===== src/rtl/ps2_pkg.sv =====
// Shared types and constants for the PS/2 scan-code receiver.
package ps2_pkg;

    typedef enum logic [1:0] {IDLE, DATA, PARITY, STOP} ps2_state_t;

    localparam logic [7:0] PS2_BREAK_CODE = 8'hF0;
    localparam logic [7:0] PS2_EXT_CODE   = 8'hE0;

    typedef struct packed {
        logic [7:0] code;
        logic       brk;
        logic       ext;
    } ps2_code_t;

endpackage


===== src/rtl/ps2_clk_filter.sv =====
// Synchronizes the raw PS/2 pins and debounces ps2_clk with a run-length filter;
// emits the filtered level plus a one-cycle pulse on its falling edge.
module ps2_clk_filter #(
    parameter int FILTER_LEN = 8
) (
    input  logic clock,
    input  logic reset_n,
    input  logic ps2_clk,
    input  logic ps2_data,
    output logic clk_filt,
    output logic fall,
    output logic data_sync
);

    localparam int CW = $clog2(FILTER_LEN + 1);

    logic [1:0]    clk_sync;
    logic [1:0]    data_pipe;
    logic [CW-1:0] run_cnt;

    // Synchronizers reset to 1 (bus idle) so reset release never fakes an edge.
    always_ff @(posedge clock or negedge reset_n) begin
        if (!reset_n) begin
            clk_sync  <= 2'b11;
            data_pipe <= 2'b11;
            clk_filt  <= 1'b1;
            run_cnt   <= '0;
            fall      <= 1'b0;
        end else begin
            clk_sync  <= {clk_sync[0], ps2_clk};
            data_pipe <= {data_pipe[0], ps2_data};
            fall      <= 1'b0;
            if (clk_sync[1] == clk_filt) begin
                run_cnt <= '0;
            end else if (run_cnt == CW'(FILTER_LEN - 1)) begin
                clk_filt <= clk_sync[1];
                run_cnt  <= '0;
                fall     <= ~clk_sync[1];
            end else begin
                run_cnt <= run_cnt + 1'b1;
            end
        end
    end

    assign data_sync = data_pipe[1];

endmodule


===== src/rtl/ps2_scan_code_receiver.sv =====
// PS/2 keyboard receiver: frame FSM, inter-edge timeout and F0/E0 prefix stripping.
// Define PS2_PARITY_CHECK_EN to drop frames that fail the odd-parity check.
module ps2_scan_code_receiver #(
    parameter int FILTER_LEN     = 8,
    parameter int TIMEOUT_CYCLES = 10000
) (
    input  logic       clock,
    input  logic       reset_n,
    input  logic       ps2_clk,
    input  logic       ps2_data,
    output logic [7:0] scan_code,
    output logic       code_valid,
    output logic       is_break,
    output logic       is_extended,
    output logic       frame_error
);

    import ps2_pkg::*;

    localparam int TW = $clog2(TIMEOUT_CYCLES + 1);

    ps2_state_t    state, state_n;
    logic [3:0]    bit_cnt, bit_cnt_n;
    logic [7:0]    shreg, shreg_n;
    logic [TW-1:0] tmo_cnt;
    logic          brk_pend, ext_pend;
    ps2_code_t     code_q;
    logic          byte_done, err_n, par_ok;
    logic          clk_filt, fall, data_s, edge_s, tmo_hit;
`ifdef PS2_PARITY_CHECK_EN
    logic          par_bit, par_bit_n;
`endif

    ps2_clk_filter #(.FILTER_LEN(FILTER_LEN)) u_filter (
        .clock     (clock),
        .reset_n   (reset_n),
        .ps2_clk   (ps2_clk),
        .ps2_data  (ps2_data),
        .clk_filt  (clk_filt),
        .fall      (fall),
        .data_sync (data_s)
    );

    // fall is registered together with the new low level, so both agree.
    assign edge_s  = fall & ~clk_filt;
    // A filtered edge in the same cycle wins over the timeout.
    assign tmo_hit = (state != IDLE) && (tmo_cnt == TW'(TIMEOUT_CYCLES)) && !edge_s;

    always_comb begin
        state_n   = state;
        bit_cnt_n = bit_cnt;
        shreg_n   = shreg;
        byte_done = 1'b0;
        err_n     = 1'b0;
`ifdef PS2_PARITY_CHECK_EN
        par_bit_n = par_bit;
        par_ok    = ^{shreg, par_bit};
`else
        par_ok    = 1'b1;
`endif
        if (tmo_hit) begin
            state_n = IDLE;
            err_n   = 1'b1;
        end else if (edge_s) begin
            case (state)
                IDLE: begin
                    if (!data_s) begin
                        state_n   = DATA;
                        bit_cnt_n = '0;
                    end
                end
                DATA: begin
                    shreg_n   = {data_s, shreg[7:1]};
                    bit_cnt_n = bit_cnt + 4'd1;
                    if (bit_cnt == 4'd7) state_n = PARITY;
                end
                PARITY: begin
`ifdef PS2_PARITY_CHECK_EN
                    par_bit_n = data_s;
`endif
                    state_n   = STOP;
                end
                STOP: begin
                    state_n = IDLE;
                    if (data_s && par_ok) byte_done = 1'b1;
                    else                  err_n     = 1'b1;
                end
                default: state_n = IDLE;
            endcase
        end
    end

    always_ff @(posedge clock or negedge reset_n) begin
        if (!reset_n) begin
            state   <= IDLE;
            bit_cnt <= '0;
            shreg   <= '0;
            tmo_cnt <= '0;
`ifdef PS2_PARITY_CHECK_EN
            par_bit <= 1'b0;
`endif
        end else begin
            state   <= state_n;
            bit_cnt <= bit_cnt_n;
            shreg   <= shreg_n;
`ifdef PS2_PARITY_CHECK_EN
            par_bit <= par_bit_n;
`endif
            if (state == IDLE || edge_s)
                tmo_cnt <= '0;
            else if (tmo_cnt != TW'(TIMEOUT_CYCLES))
                tmo_cnt <= tmo_cnt + 1'b1;
        end
    end

    // Prefix decode and registered outputs; pending flags survive frame errors.
    always_ff @(posedge clock or negedge reset_n) begin
        if (!reset_n) begin
            code_q      <= '0;
            code_valid  <= 1'b0;
            frame_error <= 1'b0;
            brk_pend    <= 1'b0;
            ext_pend    <= 1'b0;
        end else begin
            code_valid  <= 1'b0;
            frame_error <= err_n;
            if (byte_done) begin
                if (shreg == PS2_BREAK_CODE) begin
                    brk_pend <= 1'b1;
                end else if (shreg == PS2_EXT_CODE) begin
                    ext_pend <= 1'b1;
                end else begin
                    code_q     <= '{code: shreg, brk: brk_pend, ext: ext_pend};
                    code_valid <= 1'b1;
                    brk_pend   <= 1'b0;
                    ext_pend   <= 1'b0;
                end
            end
        end
    end

    assign scan_code   = code_q.code;
    assign is_break    = code_q.brk;
    assign is_extended = code_q.ext;

endmodule


===== config.mk =====
export PLATFORM = sky130hd
export DESIGN_NAME = ps2_scan_code_receiver
export DESIGN_NICKNAME = d
export VERILOG_FILES = /design/src/rtl/ps2_pkg.sv /design/src/rtl/ps2_clk_filter.sv /design/src/rtl/ps2_scan_code_receiver.sv
export SDC_FILE = /design/constraint.sdc
export NUM_CORES = 1
export LEC_CHECK = 0
export CORE_ASPECT_RATIO = 0.9
export CORE_UTILIZATION = 50
export DETAILED_ROUTE_END_ITERATION = 10
export GPL_TIMING_DRIVEN = 0
export PLACE_DENSITY = 0.74
export SYNTH_ARGS = -nofsm -noshare
export SYNTH_HDL_FRONTEND = slang
export SYNTH_SLANG_ARGS = --single-unit

===== constraint.sdc =====
create_clock -name clock -period 2.2 [get_ports clock]
set_input_delay 0.44 -clock clock [delete_from_list [all_inputs] [get_ports clock]]
set_output_delay 0.44 -clock clock [all_outputs]
set_load 0.02 [all_outputs]

# Yosys cells after proc, flatten, opt, wreduce, memory -nomap -nowiden
# Cells that the tools add are included.
[word_totals] word_cells=83 input_bits=4 regBits=52
[classes] n_addsub=3 reduce_logical=16 eq_ne=14 n_mux=27 bitwise=7
[op_table] op="two-way mux 14 bit" n=2
[op_table] op="equality test 8 bit, second input constant" n=2
[op_table] op="two-way mux 1 bit" n=16
[op_table] op="adder 14 x 1 -> 14 bit, second input constant" n=1
[op_table] op="equality test 14 bit, second input constant" n=1
[op_table] op="!= test 14 bit, second input constant" n=1
[op_table] op="two-way mux 4 bit" n=3
[op_table] op="AND reduction 3 bit" n=3
[op_table] op="adder 4 x 1 -> 4 bit, second input constant" n=2
[op_table] op="equality test 4 x 3 -> 1 bit, second input constant" n=2
[op_table] op="two-way mux 2 bit" n=4
[op_table] op="one-hot mux 2 bit (4 select lines)" n=1
[op_table] op="one-hot mux 4 bit (2 select lines)" n=1
[op_table] op="nonzero test 2 bit" n=4
[op_table] op="!= test 3 bit, second input constant" n=2
[op_table] op="NOT 1 bit" n=6
[op_table] op="AND reduction 2 bit" n=3
[op_table] op="equality test 2 bit, second input constant" n=2
[op_table] op="!= test 2 bit, second input constant" n=2
[op_table] op="AND reduction 4 bit" n=1
[op_table] op="equality test 2 x 1 -> 1 bit, second input constant" n=1
[op_table] op="logical AND 1 bit" n=2
[op_table] op="zero test 2 bit" n=1
[op_table] op="AND 1 bit" n=1
[op_table] op="other kinds (3)" n=3

# Depth between registers and ports, before layout
# Gate-level depths: netlist of run 1.
[logic_depth] depth_word=6 mapped_depth=6

# Cells and area by module
# Synthesis of run 1 repeated with hierarchy kept, for this count alone.
[unflattened] hier_cells=198 hier_area_um2=2363.5
[modules_own_cells] mod="ps2_scan_code_receiver" cells_each=175 n_inst=1 area_per_inst_um2=1999.4
[modules_own_cells] mod="ps2_clk_filter" cells_each=23 n_inst=1 area_per_inst_um2=364.1

# Least setup slack after synthesis of run 1
# OpenSTA, ideal clock, no wires.
[synth_path] kind="flip-flop to flip-flop" from="register state[0]" to="register tmo_cnt[13]" stages_incl_launch_ff=7 n_path_buf=1 t_required_ps=2134 arrival_time_ps=1589 setup_time_ps=66 slack_ps=545 cell_sequence="dfrtp_1 > inv_1 > ha_1 > or2_1 > clkbuf_1 > or4_1 > nand2_1"
[synth_between] elab_chain_len=3 elab_cells_between_ends=4 cone_classes="1 x mux; 3 x reduce/logical"
[synth_lines] item="from (decl)" line="ps2_scan_code_receiver.sv:22" source="ps2_state_t state, state_n;"
[synth_lines] item="from (signal assigned)" line="ps2_scan_code_receiver.sv:103" source="state <= state_n;"
[synth_lines] item="zero test 2 bit *" line="ps2_scan_code_receiver.sv:109" source="if (state == IDLE || edge_s)"
[synth_lines] item="logical OR 1 bit *" line="ps2_scan_code_receiver.sv:109"
[synth_lines] item="two-way mux 14 bit or nonzero test 2 bit (tied branches)"
[synth_lines] item="to (signal assigned)" line="ps2_scan_code_receiver.sv:112" source="tmo_cnt <= tmo_cnt + 1'b1;"
[synth_lines] item="to (decl)" line="ps2_scan_code_receiver.sv:25" source="logic [TW-1:0] tmo_cnt;"
# Every way passes the cells marked *; elsewhere a longest branch is shown, timed or not.
# A chain may end at the register's enable or synchronous reset.

# Worst setup path in the final report of run 1
[layout_path] from="register u_filter.clk_filt" to="register code_q (netlist bit is_extended)"
[layout_between] elab_chain_len=6 elab_cells_between_ends=7 cone_classes="2 x mux; 2 x bitwise; 3 x reduce/logical"
[layout_lines] item="from (decl)" line="ps2_clk_filter.sv:10" source="output logic clk_filt,"
[layout_lines] item="from (signal assigned)" line="ps2_clk_filter.sv:36" source="clk_filt <= clk_sync[1];"
[layout_lines] item="NOT 1 bit *" line="ps2_scan_code_receiver.sv:45" source="assign edge_s = fall & ~clk_filt;"
[layout_lines] item="AND 1 bit *" line="ps2_scan_code_receiver.sv:45"
[layout_lines] item="zero test 1 bit" line="ps2_scan_code_receiver.sv:47" source="assign tmo_hit = (state != IDLE) && (tmo_cnt == TW'(TIMEOUT_CYCLES)) && !edge_s;"
[layout_lines] item="logical AND 1 bit" line="ps2_scan_code_receiver.sv:47"
[layout_lines] item="two-way mux 1 bit *" line="ps2_scan_code_receiver.sv:61" source="if (tmo_hit) begin"
[layout_lines] item="AND reduction 3 bit (no source line) *"
[layout_lines] item="to (signal assigned)" line="ps2_scan_code_receiver.sv:133" source="code_q <= '{code: shreg, brk: brk_pend, ext: ext_pend};"
[layout_lines] item="to (decl)" line="ps2_scan_code_receiver.sv:27" source="ps2_code_t code_q;"
# Marked as above.

==> results by group, run 1 <==
Run status
  – Status: finished clean

Synthesis
  – Post-synth EDFFs: 0
  – Synth warnings: 0
  – Post-Synthesis Cells: 199
  – Yosys reg bits: between 50 and 60
  – Mapped Nets: 212
  – Avg Inst Size Synth: 11.74 sq um
  – Fraction of registers with async set/reset: between 90% and 100%
  – Unique cell type count in the Yosys netlist: 44
  – Post-synth top area share: 50.35%
  – Seq/Total Area, Yosys: between 50 and 60%
  – Mapped cell area: 2336 sq um
  – Area contributors post-synth: dfrtp_1 (50%), mux2_2 (8.7%), dfstp_2 (5.6%)
  – Top cell type by total area after synthesis: dfrtp_1
  – Top FF cell, synth: dfrtp_1

Clock network
  – CTS Buf Count: 5
  – CTS sink count: 52
  – Clock root cell: clkbuf_8
  – H-Tree Depth: 2
  – Reg clk slew, reported paths: 0.09 ns
  – Cts hold-fix bufs: 0
  – Post-CTS Setup Bufs: 0
  – CTS tree: built
  – Skew-Pair Late Insertion Delay: 0.30 ns
  – Clock buffer depth: 2
  – # resized after CTS: 0

Timing
  – Slew @ Worst Pin: 0.4970 ns
  – Fmax achieved: roughly 520 MHz
  – Setup violators final: 0
  – Pins Over Slew Limit: 0
  – Final TNS setup: 0 ns
  – Final hold vios: 0
  – Period Utilization, post-route: slightly below 90%
  – RSZ-0062 raised after global routing: no
  – Min Clock Period, post-route: between 1.5 and 2 ns
  – Slew headroom: between 60% and 70%
  – Clk_skew: 0.003777 ns

Worst setup path
  – Critical Path RT: 2.39 ns
  – Setup CP Type: flip-flop to flip-flop
  – Crit end category: flip-flop
  – Critical Path AT: 2.10 ns
  – CP bufs+invs: 2
  – Critical Path Max Stage Delay: 0.39 ns
  – CP Launch Type: flip-flop
  – Crit path max-delay family: simple AND/OR/NAND/NOR gates
  – Worst path cell trace: nor2b_1 > buf_2 > nand3_1 > nor2_1 > buf_4 > mux2_2
  – Slowest stage cell, crit path: dfstp_2
  – Crit-path max FO: 10

Global routing
  – Vias in the first global route: 1422
  – Gr ovfl total: 0
  – GR Util All Layers: 17.94%
  – First-pass GRT wire length: 6610 um
  – Largest net degree at the start of global routing: 33
  – Initial antenna violation count: 0

Placement
  – I/O Buffers: 15
  – RePlAce Congestion: 0.7962
  – Dpl hpwl: 2640 um

Finish
  – Diode count: 0
  – Commonest non-fill, non-tap cell in the layout: dfrtp_1
  – Fraction of layout cells with a size suffix above 1: 17.94%
  – Final Net Count: 235
  – Most frequent cells in the layout: dfrtp_1 (47), mux2_2 (18), nor2_1 (17)
  – Layout area overhead: 14.41%

Power and ir drop
  – Final total power: approximately 1.7 mW
  – Pwr dens: approximately 630 nW/um^2
  – Maximum vdd drop: 439.9 uV
  – Leak pwr: ~1.2 nW

Drt
  – Via Count: 1522
  – Via density: between 5 and 6
  – Final wirelength: ~3800 um
  – Drt drc: 0
  – 1st-pass router iterations: 4
  – Wire length per cell: roughly 13 um
  – Post-DRT Antenna Nets: 0
  – First DRT Iteration DRCs: 67

Floorplan
  – # IOs: 16
  – Die height: 66.85 um
  – Rows: 23
  – Core Region: between 4000 and 5000 sq um
  – Die area: 4950 sq um
  – Die Wd: approximately 74 um
  – Initial Utilization: 52.37%

Flow run
  – Max-Cap Viols: 0

Hold path
  – Min-delay worst type: input port to async pin
==> area by class of cell <==
type                    instances  area, sq um
plain buffers                   4        20.02
multi-input cells             134        974.7
flip-flops and latches         52         1308
well taps                      62        77.57
repair buffers                 16        165.2
inverters                       9        33.78
clock buffers                   7        86.33
clock inverters                 1        7.507
fillers                       355         1788
==> metrics by stage <==
stage          utilization (%)  area [sq um]  setup WS (ns)  instances  hold WS, ns
3_3_place_gp             57.48          2564        -0.8440        276       0.3458
6_report                 59.92          2673         0.2927        285      0.09174
3_5_place_dp             57.81          2579         0.2680        277       0.3472
4_1_cts                  59.92          2673         0.2512        285      0.09921
2_1_floorplan                -          2336         0.5454        199       0.1444
5_1_grt                  59.92          2673        0.09425        285       0.1026
==> state kept, by name, indices dropped and copies added, names as in the netlist <==
| register | flops |
|---|---|
| bit_cnt | 4 |
| brk_pend | 1 |
| code_valid | 1 |
| ext_pend | 1 |
| frame_error | 1 |
| is_break | 1 |
| is_extended | 1 |
| scan_code | 8 |
| shreg | 8 |
| state | 2 |
| tmo_cnt | 14 |
| u_filter.clk_filt | 1 |
| u_filter.clk_sync | 2 |
| u_filter.data_pipe | 2 |
| u_filter.fall | 1 |
| u_filter.run_cnt | 4 |
==> cells in the mapped netlist (2+ instances only) <==
cell type,number
dfrtp_1,47
mux2_2,18
nor2_1,17
nand2_1,14
nand3_1,10
ha_1,9
inv_1,9
a21oi_1,6
o21ai_0,6
xnor2_1,6
dfstp_2,5
nor4_1,4
xor2_1,4
nor3b_1,3
o211ai_1,3
o22ai_1,3
clkbuf_1,2
mux2i_1,2
nand3b_1,2
nand4_1,2
nand4b_1,2
nor2b_1,2
o22a_1,2
==> routing by layer <==
layer	track usage [%]	wire length, um	up-vias
met3	5.900	108	5
met2	25.91	1661	22
met4	5.288	36	0
li1	-	-	745
met1	25.42	2002	750
met5	0	0	-
==> logic make-up after synthesis <==
logic type,Yosys count,share of synthesized area [%]
fa+ha+maj,9,4.821
xor+xnor,10,3.749
flops,52,55.97
buf+inv,13,2.303
compound gates,22,5.839
mux,20,9.534
simple gates,73,17.78
==> worst paths after layout <==
path / start / end / slack [ns] / cells past startpoint
max: u_filter.clk_filt / is_extended / 0.29 / 6
min: reset_n / tmo_cnt[9] / 0.09 / 1
max reg2reg: u_filter.clk_filt / is_extended / 0.29 / 6
min reg2reg: u_filter.data_pipe[0] / u_filter.data_pipe[1] / 0.36 / 0
max in group asynchronous: reset_n / u_filter.clk_sync[0] / 1.51 / 2
min in group clock: u_filter.data_pipe[0] / u_filter.data_pipe[1] / 0.36 / 0
==> report_power, final <==
part           switching [mW]  leakage (nW)  internal [mW]  total, mW
sequential             0.0277         0.707          0.998       1.03
combinational          0.0507         0.412         0.0452     0.0959
clock                   0.299        0.0445          0.256      0.555
No activity file was read; power rests on OpenSTA's default activity.
==> run 2, diff against run 1 <==
Settings changed: ABC_AREA set to 1.
==> run 2 against run 1 <==
Area after synthesis is 6.9% higher. Worst hold slack better by 0.011 ns. Final cell count rose by 29%. Maximum frequency increased by 11%. Via count rose by 18%. Register-to-register slack gained 0.31 ns. Combinational power grew 67%. Critical endpoint is now scan_code[5].
==> results by group, run 2 <==
Run status
  – Status: finished clean

Global routing
  – Largest net degree at the start of global routing: 31 (-6.1%)
  – First-pass GRT wire length: 7279 um (+10%)
  – GR Util All Layers: 17.43% (-0.51 points)
  – Gr ovfl total: 0 (unchanged)
  – Initial antenna violation count: 0 (unchanged)
  – Vias in the first global route: 1699 (+19%)

Power and ir drop
  – Sw Share: 24.88% (+2.4 points)
  – Pint: 1.314 mW (+1.2%)
  – Leak pwr: 1.275 nW (+9.5%)
  – Clock share of power: 31.7% (-1.4 points)
  – Comb pwr share: 9.2% (+3.5 points)
  – Pwr dens: 617.1 nW/um^2 (-1.6%)
  – Switch Pwr: 0.4353 mW (+15%)
  – Maximum vdd drop: 324.0 uV (-26%)
  – Flop pwr share: 59.1% (-2.1 points)

Timing
  – Final WS setup: 0.4862 ns (+0.1935 ns)
  – Fmax achieved: 583.5 MHz (+11%)
  – Pins Over Slew Limit: 0 (unchanged)
  – Slew headroom: 64.32% (-2.5 points)
  – RSZ-0062 raised after global routing: no
  – Min Clock Period, post-route: 1.714 ns (-0.1935 ns)
  – Final hold vios: 0 (unchanged)
  – Setup violators final: 0 (unchanged)
  – Slew @ Worst Pin: 0.5352 ns (+0.03814 ns)
  – Clk_skew: 0.007189 ns (+0.003412 ns)
  – Period Utilization, post-route: 77.90% (-8.8 points)

Placement
  – Dpl hpwl: 3047 um (+15%)
  – I/O Buffers: 15 (unchanged)
  – RePlAce Congestion: 0.8974 (+13%)
  – Placement Setup Slack: 0.6073 ns (+0.3393 ns)

Clock network
  – Clock root cell: clkbuf_8
  – # resized after CTS: 0 (unchanged)
  – Reg clk slew, reported paths: 0.09 ns (about the same)
  – CTS tree: built
  – Skew-Pair Late Insertion Delay: 0.30 ns (about the same)
  – H-Tree Depth: 2 (unchanged)
  – CTS sink count: 52 (unchanged)
  – CTS Buf Count: 5 (unchanged)
  – Post-CTS Setup Bufs: 0 (unchanged)
  – Cts hold-fix bufs: 0 (unchanged)
  – Clock buffer depth: 2 (unchanged)

Finish
  – Most frequent cells in the layout: nand2_1 (53), dfrtp_1 (47), inv_1 (42)
  – Fillers: 426 (+20%)
  – Layout area overhead: 13.58%
  – Fraction of layout cells with a size suffix above 1: 14.85% (-3.1 points)
  – Finished Core Util: 58.64% (-1.3 points)
  – Reg with most FFs: tmo_cnt
  – Final Net Count: 315 (+34%)
  – Max FFs per register: 14 (unchanged)
  – Commonest non-fill, non-tap cell in the layout: nand2_1
  – Diode count: 0 (unchanged)

Worst setup path
  – Critical Path RT: 1.76 ns (-0.63 ns)
  – Setup CP Type: flip-flop to primary output
  – Worst r2r src: state[0]
  – Crit-path max FO: 2 (-8)
  – RR Endpoint: state[0]
  – Crit path max-delay family: buffers and inverters
  – CP bufs+invs: 1 (-1)
  – Crit end category: primary output
  – Slowest stage cell, crit path: clkdlybuf4s50_1
  – Critical Path AT: 1.27 ns (-0.83 ns)
  – Worst path cell trace: clkdlybuf4s50_1
  – Critical Path Max Stage Delay: 0.61 ns (+0.22 ns)
  – Critical path depth in cells: 1 (-5)
  – R2R depth: 8 (+2)
  – Worst Setup SP: scan_code[5]
  – Worst setup path endpoint: scan_code[5]
  – CP Launch Type: flip-flop
  – Worst R2R Setup Slack: 0.60 ns (+0.31 ns)

Synthesis
  – Post-synth top area share: 47.12% (-3.2 points)
  – Mapped Nets: 292 (+38%)
  – Post-Synthesis Cells: 279 (+40%)
  – Fraction of registers with async set/reset: 100.0% (unchanged)
  – Synth warnings: 0 (unchanged)
  – Top post-synthesis cells by count: nand2_1 (53), dfrtp_1 (47), inv_1 (42)
  – Top cell type by total area after synthesis: dfrtp_1
  – Yosys reg bits: 52 (unchanged)
  – Synth Area in XOR/XNOR: 0.7018% (-3.0 points)
  – Compound-gate portion of the synthesized area: 11.53% (+5.7 points)
  – Avg Inst Size Synth: 8.947 sq um (-24%)
  – Post-synthesis mux area share: 0% (-9.5 points)
  – Unique cell type count in the Yosys netlist: 26 (-41%)
  – Synthesized-area fraction occupied by adder cells: 4.511% (-0.31 points)
  – Post-synth EDFFs: 0 (unchanged)
  – Most common cell in the netlist: nand2_1
  – Area contributors post-synth: dfrtp_1 (47%), nand2_1 (8.0%), inv_1 (6.3%)
  – Mapped cell area: 2496 sq um (+6.9%)
  – Synth Area in Simple Gates: 22.66% (+4.9 points)
  – Top FF cell, synth: dfrtp_1
  – Seq/Total Area, Yosys: 52.38% (-3.6 points)
  – Main combinational cell family by area after synthesis: simple AND/OR/NAND/NOR gates

Flow run
  – Max-Cap Viols: 0 (unchanged)

Hold path
  – Min-delay worst type: input port to async pin

Floorplan
  – # IOs: 16 (unchanged)
  – Die height: 69.03 um (+3.3%)
  – Die area: 5279 sq um (+6.7%)
  – Die Wd: 76.48 um (+3.3%)
  – Rows: 24 (+4.3%)
  – Initial Utilization: 51.63% (-0.74 points)
  – Core Region: 4835 sq um (+8.4%)

Drt
  – Final wirelength: 4114 um (+8.0%)
  – Via density: 4.899 (-8.3%)
  – Post-DRT Antenna Nets: 0 (unchanged)
  – Via Count: 1803 (+18%)
  – Drt drc: 0 (unchanged)
  – 1st-pass router iterations: 4 (unchanged)
  – First DRT Iteration DRCs: 77 (+15%)
  – Wire length per cell: 11.18 um (-16%)
-- run 2: changes by cell type in the layout (fill, tap and decap cells not counted), sizes merged, moves of 4 or more --
| cell | before | now |
|---|---|---|
| nor2 | 17 | 34 |
| xnor2 | 6 | 1 |
| o21ai | 6 | 31 |
| nand2 | 15 | 57 |
| nand4 | 2 | 6 |
| nor3 | 1 | 7 |
| a21oi | 6 | 15 |
| mux2 | 18 | 0 |
| nand3 | 11 | 15 |
| inv | 9 | 42 |
-- run 2: area by class of cell --
| type | count | area, sq um | share of cell area (%) |
|---|---|---|---|
| multi-input combinational | 181 | 983.4 | 34.69 |
| timing repair buffer | 16 | 165.2 | 5.825 |
| clock inverter | 2 | 10.01 | 0.3530 |
| tap | 65 | 81.33 | 2.868 |
| sequential | 52 | 1308 | 46.12 |
| inverter | 42 | 157.7 | 5.560 |
| clock buffer | 6 | 82.58 | 2.913 |
| buffer | 4 | 47.55 | 1.677 |
-- run 2: logic make-up after synthesis --
logic type               count (synthesis)
AO/OA/AOI/OAI                           49
buffers and inverters                   46
adder cells (fa/ha/maj)                  9
XOR/XNOR                                 2
flip-flops                              52
AND/OR/NAND/NOR                        121
-- run 2: routing by layer --
| layer | GRT usage (%) | up-vias | wire [um] |
|---|---|---|---|
| met5 | 0 | - | 0 |
| met4 | 7.051 | 0 | 59 |
| met3 | 3.974 | 7 | 102 |
| met2 | 28.13 | 20 | 1890 |
| met1 | 22.76 | 835 | 2062 |
| li1 | - | 941 | - |
-- run 2: how the worst min path moves through the flow --
stage / startpoint / endpoint / depth (start not counted)
after floorplan: reset_n / bit_cnt[0] / 0
after global placement: u_filter.data_pipe[0] / u_filter.data_pipe[1] / 0
after detailed placement: u_filter.clk_sync[0] / u_filter.clk_sync[1] / 0
after CTS: reset_n / tmo_cnt[7] / 1
after global routing: reset_n / is_extended / 1
final: reset_n / is_extended / 1
-- run 2: through the flow --
step	hold slack, ns	total power [mW]	instance area, sq um	TNS (ns)	std cells
after floorplan	0.1444	1.160	2496	0	279
after global placement	0.3458	1.206	2728	-39.13	359
after detailed placement	0.3470	1.216	2743	0	360
after CTS	0.1212	1.776	2835	0	368
after global routing	0.1398	1.835	2835	0	368
final	0.1028	1.750	2835	0	368
-- run 2: power by group through the flow --
stage	clock, mW	combinational, mW	sequential (mW)
finish	0.555	0.160	1.03
global route	0.609	0.186	1.04
CTS	0.578	0.164	1.03
detailed placement	0	0.163	1.05
global placement	0	0.155	1.05
floorplan	0	0.113	1.05
